**config.mk**
```make
export PLATFORM = sky130hd
export DESIGN_NAME = rom_boot_loader
export DESIGN_NICKNAME = d
export VERILOG_FILES = /design/src/rtl/rom_boot_loader.sv
export SDC_FILE = /design/constraint.sdc
export NUM_CORES = 1
export LEC_CHECK = 0
export BUFFER_PORTS_ARGS = -buffer_cell sky130_fd_sc_hd__buf_4
export CORE_ASPECT_RATIO = 1.1
export CORE_MARGIN = 5
export CORE_UTILIZATION = 25
export DETAILED_ROUTE_END_ITERATION = 8
export PLACE_DENSITY = 0.57
export SETUP_SLACK_MARGIN = 0.15
export SLEW_MARGIN = 5
export SYNTH_ARGS = -nofsm -noshare
export SYNTH_HDL_FRONTEND = slang
export SYNTH_SLANG_ARGS = --single-unit
```
**constraint.sdc**
```tcl
create_clock -name clk_sys -period 1.92 [get_ports clk_sys]
set_input_delay 0 -clock clk_sys [delete_from_list [all_inputs] [get_ports clk_sys]]
set_output_delay 0 -clock clk_sys [all_outputs]
set_load 0.03 [all_outputs]
```
**src/rtl/rom_boot_loader.sv**
```systemverilog
// Turns the HPS ROM download byte stream into paced SDRAM boot writes, one byte per ce_ref window.
// Latency 1-16 clk from ioctl_wr to boot_wr; the HPS is held off via ioctl_wait for 17-32 clk per byte.
module rom_boot_loader #(
    parameter logic [8:0] PG_OS     = 9'h000,
    parameter logic [8:0] PG_BASIC  = 9'h100,
    parameter logic [8:0] PG_AMSDOS = 9'h107,
    parameter logic [8:0] PG_MF2    = 9'h1ff
) (
    input  logic        clk_sys,
    input  logic        reset_n,
    input  logic        ce_ref,
    input  logic        ioctl_download,
    input  logic [7:0]  ioctl_index,
    input  logic        ioctl_wr,
    input  logic [24:0] ioctl_addr,
    input  logic [7:0]  ioctl_dout,
    output logic        ioctl_wait,
    output logic        rom_download,
    output logic        boot_wr,
    output logic [22:0] boot_a,
    output logic [1:0]  boot_bank,
    output logic [7:0]  boot_dout,
    output logic [7:0]  loaded_mask,
    output logic        err_range,
    output logic        err_proto
);

    typedef enum logic [1:0] {
        S_IDLE  = 2'd0,
        S_ARM   = 2'd1,
        S_WRITE = 2'd2
    } state_t;

    state_t      r_state;
    logic        r_wait;
    logic        r_boot_wr;
    logic [22:0] r_boot_a;
    logic [1:0]  r_boot_bank;
    logic [7:0]  r_boot_dout;
    logic [2:0]  r_slot;
    logic [7:0]  r_loaded;
    logic        r_err_range;
    logic        r_err_proto;
    logic        r_dl_prev;

    logic [10:0] w_slot;
    logic        w_in_range;
    logic        w_dl_rise;
    logic        w_take;
    logic [8:0]  w_page;

    assign rom_download = ioctl_download & (ioctl_index == 8'd0);
    assign w_slot       = ioctl_addr[24:14];
    assign w_in_range   = (w_slot[10:3] == 8'd0);
    assign w_dl_rise    = rom_download & ~r_dl_prev;
    assign w_take       = ioctl_wr & rom_download;

    always_comb begin
        w_page = PG_OS;
        case (w_slot[1:0])
            2'd0: w_page = PG_OS;
            2'd1: w_page = PG_BASIC;
            2'd2: w_page = PG_AMSDOS;
            2'd3: w_page = PG_MF2;
            default: w_page = PG_OS;
        endcase
    end

    always_ff @(posedge clk_sys or negedge reset_n) begin
        if (!reset_n) begin
            r_state     <= S_IDLE;
            r_wait      <= 1'b0;
            r_boot_wr   <= 1'b0;
            r_boot_a    <= '0;
            r_boot_bank <= '0;
            r_boot_dout <= '0;
            r_slot      <= '0;
            r_loaded    <= '0;
            r_err_range <= 1'b0;
            r_err_proto <= 1'b0;
            r_dl_prev   <= 1'b0;
        end else begin
            r_dl_prev <= rom_download;

            // A new download clears the status; any event in the same cycle still lands on top.
            if (w_dl_rise) begin
                r_loaded    <= '0;
                r_err_range <= 1'b0;
                r_err_proto <= 1'b0;
            end

            if (w_take && (r_state != S_IDLE))
                r_err_proto <= 1'b1;

            case (r_state)
                S_IDLE: begin
                    if (w_take) begin
                        if (w_in_range) begin
                            r_boot_a    <= {w_page, ioctl_addr[13:0]};
                            r_boot_bank <= {1'b0, w_slot[2]};
                            r_boot_dout <= ioctl_dout;
                            r_slot      <= w_slot[2:0];
                            r_wait      <= 1'b1;
                            r_state     <= S_ARM;
                        end else begin
                            r_err_range <= 1'b1;
                        end
                    end
                end
                S_ARM: begin
                    if (ce_ref) begin
                        r_boot_wr <= 1'b1;
                        r_state   <= S_WRITE;
                    end
                end
                S_WRITE: begin
                    // The write occupies one full ce_ref period, closing on the next strobe.
                    if (ce_ref) begin
                        r_boot_wr <= 1'b0;
                        r_wait    <= 1'b0;
                        r_state   <= S_IDLE;
                        if (r_boot_a[13:0] == 14'h3FFF)
                            r_loaded[r_slot] <= 1'b1;
                    end
                end
                default: r_state <= S_IDLE;
            endcase
        end
    end

    assign ioctl_wait  = r_wait;
    assign boot_wr     = r_boot_wr;
    assign boot_a      = r_boot_a;
    assign boot_bank   = r_boot_bank;
    assign boot_dout   = r_boot_dout;
    assign loaded_mask = r_loaded;
    assign err_range   = r_err_range;
    assign err_proto   = r_err_proto;

endmodule

```
# Yosys cells after proc, flatten, opt, wreduce, memory -nomap -nowiden
# Cells that the tools add are included.
# Widths: inputs -> output; s select.
# classes
add_sub_neg,0
mul,0
div,0
n_lt_le_gt_ge,2
n_eq_ne,10
shifts,0
muxes,24
n_bitwise,5
n_reduce_logical,14
# ops
cell,n
$pmux 9 s4,1
$mux 8,4
$logic_not 8->1,2
$eq 14x14->1 const B,1
$mux 1,11
$mux 2,4
$ne 2x2->1 const B,4
$or 8x8->8,1
$reduce_and 4->1,2
$reduce_bool 2->1,4
$eq 2x2->1 const B,3
$pmux 2 s3,1
$reduce_and 3->1,2
$eq 2x1->1 const B,2
$logic_not 2->1,2
$lt 3x4->1 const B,1
$pmux 1 s2,2
$and 1x1->1,3
$demux 1 s3,1
$ge 3x1->1 const B,1
$logic_and 1x1->1,2
$not 1->1,1
# totals
regBits,50
latch_bits,0
ram_bits,0
romBits,0
in_bits,46
n_memories,0

# Longest topological paths before layout
# logic_depth
ltp_word,8
mapped_depth,5

# Least setup slack after synthesis
# OpenSTA, ideal clock, no wires.
# synth_path
path_type,flip-flop to flip-flop
start,register r_boot_a[9] (netlist: boot_a[9])
end,register r_loaded[1] (netlist: loaded_mask[1])
t_arrival_ns,1.737
required_time_ns,1.842
setup_slack_ns,0.105
stages_incl_launch_ff,5
n_path_buf,0
synth_period_minus_slack_ns,1.815
cell_sequence,dfrtp_1 > nand4_1 > or4_1 > or4_4 > o2bb2ai_1
# synth_via
elab_chain_cells,4
# synth_rtl
element,line,rtl
"start, declared",37,logic [22:0] r_boot_a;
"start signal, assigned",99,"r_boot_a <= {w_page, ioctl_addr[13:0]};"
$eq 14x14->1,122,if (r_boot_a[13:0] == 14'h3FFF)
$mux 8,122,
$mux 8,118,if (ce_ref) begin
$mux 8,95,case (r_state)
"end signal, assigned",78,r_loaded <= '0;
"end signal, assigned",87,r_loaded <= '0;
"end signal, assigned by index",123,r_loaded[r_slot] <= 1'b1;
"end, declared",41,logic [7:0] r_loaded;
# No other way between the ends.
# A chain may end at the register's enable or synchronous reset.

# Final worst setup path
# layout_path
start,register r_boot_a[9] (netlist: boot_a[9])
end,register r_loaded[3] (netlist: loaded_mask[3])
# The elaborated chain is that of the path after synthesis.

==> flow_metrics.tcl <==
set metrics [dict create \
    status "completed" \
    vdd_drop_max_mv 0.2917 \
    diodes 0 \
    seqPwrFrac_pct 55.5 \
    synth.distinct_cells 27 \
    rsz0062_at_grt "false" \
    min_from "ioctl_index[6]" \
    tns_ps 0 \
    reg2reg_from "boot_a[9]" \
    synth-warning-count 0 \
    clkTransAtPathRegs_ps 80 \
    vias 1471 \
    final.setup_skew_ps 9.769 \
    post_dp_cell_area_mm2 0.002555 \
    fmax_mhz 586.8 \
    cp_max_fo 4 \
    hold_viol 0 \
    clk_latency_ps 290 \
    die_w_um 91.06 \
    finalInstanceArea_mm2 0.002927 \
    start_util_pct 25.64 \
    die_area_mm2 0.009029 \
    switchingPower_mw 0.3392 \
    fin_nets 296 \
    worst_ep_required_time_ps 2130 \
    dpl.hpwl_um 3230 \
    timing.hold.ws_ps 54.58 \
    dp_slack_ps 188.1 \
    wl_per_cell_um 13.44 \
    path_buf_inv 0 \
    grt_pass1_vias 1589 \
    arrival_ps 1910 \
    drive_gt1_share_pct 54.58 \
    setup_viol 0 \
    cp_slowest_stage_delay_ps 530 \
    antenna_found_initial 0 \
    path_cells "nand4_1, or4_4, or4_4, o2bb2ai_1" \
    slew_viol_final 0 \
    grt_use_total_pct 10.30 \
    cap_viol_max_count 0 \
    seq_area_frac_synth_pct 59.56 \
    p_per_area_mw_per_mm2 558.3 \
    syn_avg_cell_area_um2 13.38 \
    endpoint_kind "flip-flop" \
    wirelength_um 4515 \
    cts_tree "done" \
    core_area_mm2 0.007047 \
    syn_area_mm2 0.001807 \
    grt_max_degree 44 \
    r2r_slack_ps 220 \
    final_cell_mix "buf_4 (92), dfrtp_1 (36), dlygate4sd3_1 (27)" \
    comb_power_share_pct 8.9 \
    finalCritPeriodShare_pct 88.77 \
    ant_nets 0 \
    hold_end "r_dl_prev" \
    crit_family "simple AND/OR/NAND/NOR gates" \
    holdPathStages 2 \
    die_height_um 99.16 \
    reg2reg_to "loaded_mask[3]" \
    htree_levels 2 \
    reg2regPathDepth 4 \
    critPathMostFrequentCell "or4_4" \
    viasPerCell 4.378 \
    slew_headroom_pct 63.82 \
    ys_ff_latch 43 \
    gp_congestion 0.6653 \
    overflow 0 \
    cp_slowest_cell "or4_4" \
    grt_pass1_wl_um 7645 \
    rows 32 \
    setup_ws_ps 215.7 \
    cts.sinks 43 \
    drt_iter0_drc 35 \
    ctsLongestPathBuffers 2 \
    power_frac_clock_pct 35.6 \
    layout_commonest_cell "buf_4" \
    numCtsBuffers 5 \
    ioPinCount 92 \
    p_leak_nw 1.454 \
    hold_path_class "in -> reg" \
    worstMarginPinSlew_ps 542.8 \
    syn-num-nets 181 \
    syn_inst 135 \
    critPathLaunchType "flip-flop" \
    drc 0 \
    clockRootBuffer "clkbuf_8" \
    port_buffers 90 \
    fin_crit_ps 1704 \
    switching_share_pct 20.76 \
    first_pass_iters 4 \
    critical_path_class "reg -> reg" \
    p_int_mw 1.295 \
    fin_util_pct 41.53 \
    area_growth_pct 61.98 \
]
-- how the worst max path moves through the flow --
stage          slack [ps]             end           start  cells past startpoint
2_1_floorplan         160  loaded_mask[1]      boot_a[10]                      4
3_3_place_gp          220  loaded_mask[3]      boot_a[12]                      4
3_5_place_dp          190    boot_dout[2]  ioctl_index[2]                      6
4_1_cts               170  loaded_mask[3]      boot_a[12]                      4
5_1_grt               160  loaded_mask[5]      boot_a[12]                      4
6_report              220  loaded_mask[3]       boot_a[9]                      4
-- cell type report --
| class | instances | area, um^2 |
|---|---|---|
| clock buffer | 7 | 86.33 |
| clock inverter | 1 | 5.005 |
| fill | 682 | 4120 |
| inverter | 7 | 26.28 |
| multi-input combinational | 73 | 636.9 |
| sequential | 43 | 1085 |
| tap | 85 | 106.4 |
| timing repair buffer | 120 | 980.9 |
-- kinds of logic after synthesis --
| group | synth area share, % |
|---|---|
| buffers and inverters | 6.233 |
| other | 0.2076 |
| AND/OR/NAND/NOR | 9.764 |
| multiplexers | 17.31 |
| AO/OA/AOI/OAI | 6.925 |
| flip-flops | 59.56 |
-- what timing repair did --
| item | 4_1_cts | 5_1_grt |
|---|---|---|
| hold buffers | 27 | 0 |
| endpoints found under the setup margin | 0 | 4 |
| buffers inserted | 0 | 0 |
| resized for setup | 0 | 2 |
| hold endpoints to repair | 73 | 0 |
-- synth_stat cells (all sizes together) --
master / number / area (um^2)
a21oi: 2 / 10.01
a31o: 1 / 8.760
a32o: 4 / 40.04
and4b: 1 / 10.01
buf: 11 / 82.58
clkbuf: 1 / 3.750
conb: 1 / 3.750
dfrtp: 43 / 1076
inv: 7 / 26.28
mux2: 26 / 292.8
mux2i: 2 / 20.02
nand2: 9 / 33.78
nand2b: 2 / 12.51
nand3: 1 / 5.000
nand4: 3 / 18.77
nand4b: 1 / 8.760
nor2: 3 / 11.26
nor3: 1 / 5.000
nor4: 5 / 43.79
nor4b: 1 / 8.760
o21ai: 1 / 5.000
o22a: 1 / 8.760
o2bb2ai: 6 / 52.55
or4: 2 / 18.77
-- through the flow --
step | power, mW | instances
finish | 1.634 | 336
global route | 1.721 | 336
CTS | 1.675 | 336
detailed placement | 1.030 | 301
global placement | 1.029 | 301
floorplan | 0.9378 | 135
-- registers in the layout (all words and copies together) (netlist names), 2 cells and up --
name and count:
boot_a 17, r_slot 3, boot_dout 8, r_state 2
loaded_mask 8
-- per-layer routing --
| metal | wire length [um] | track usage [%] | up-vias |
|---|---|---|---|
| met1 | 1919 | 12.43 | 708 |
| li1 | - | - | 709 |
| met5 | 0 | 0 | - |
| met2 | 2218 | 17.20 | 52 |
| met3 | 357 | 4.009 | 2 |
| met4 | 19 | 2.709 | 0 |
-- power by group through the flow --
stage | combinational [mW] | clock [mW] | sequential [mW]
6_report | 0.146 | 0.581 | 0.907
5_1_grt | 0.161 | 0.653 | 0.907
4_1_cts | 0.149 | 0.619 | 0.907
3_5_place_dp | 0.106 | 0 | 0.925
3_3_place_gp | 0.104 | 0 | 0.925
2_1_floorplan | 0.0108 | 0 | 0.927
Power figures use the tool's default switching activity.
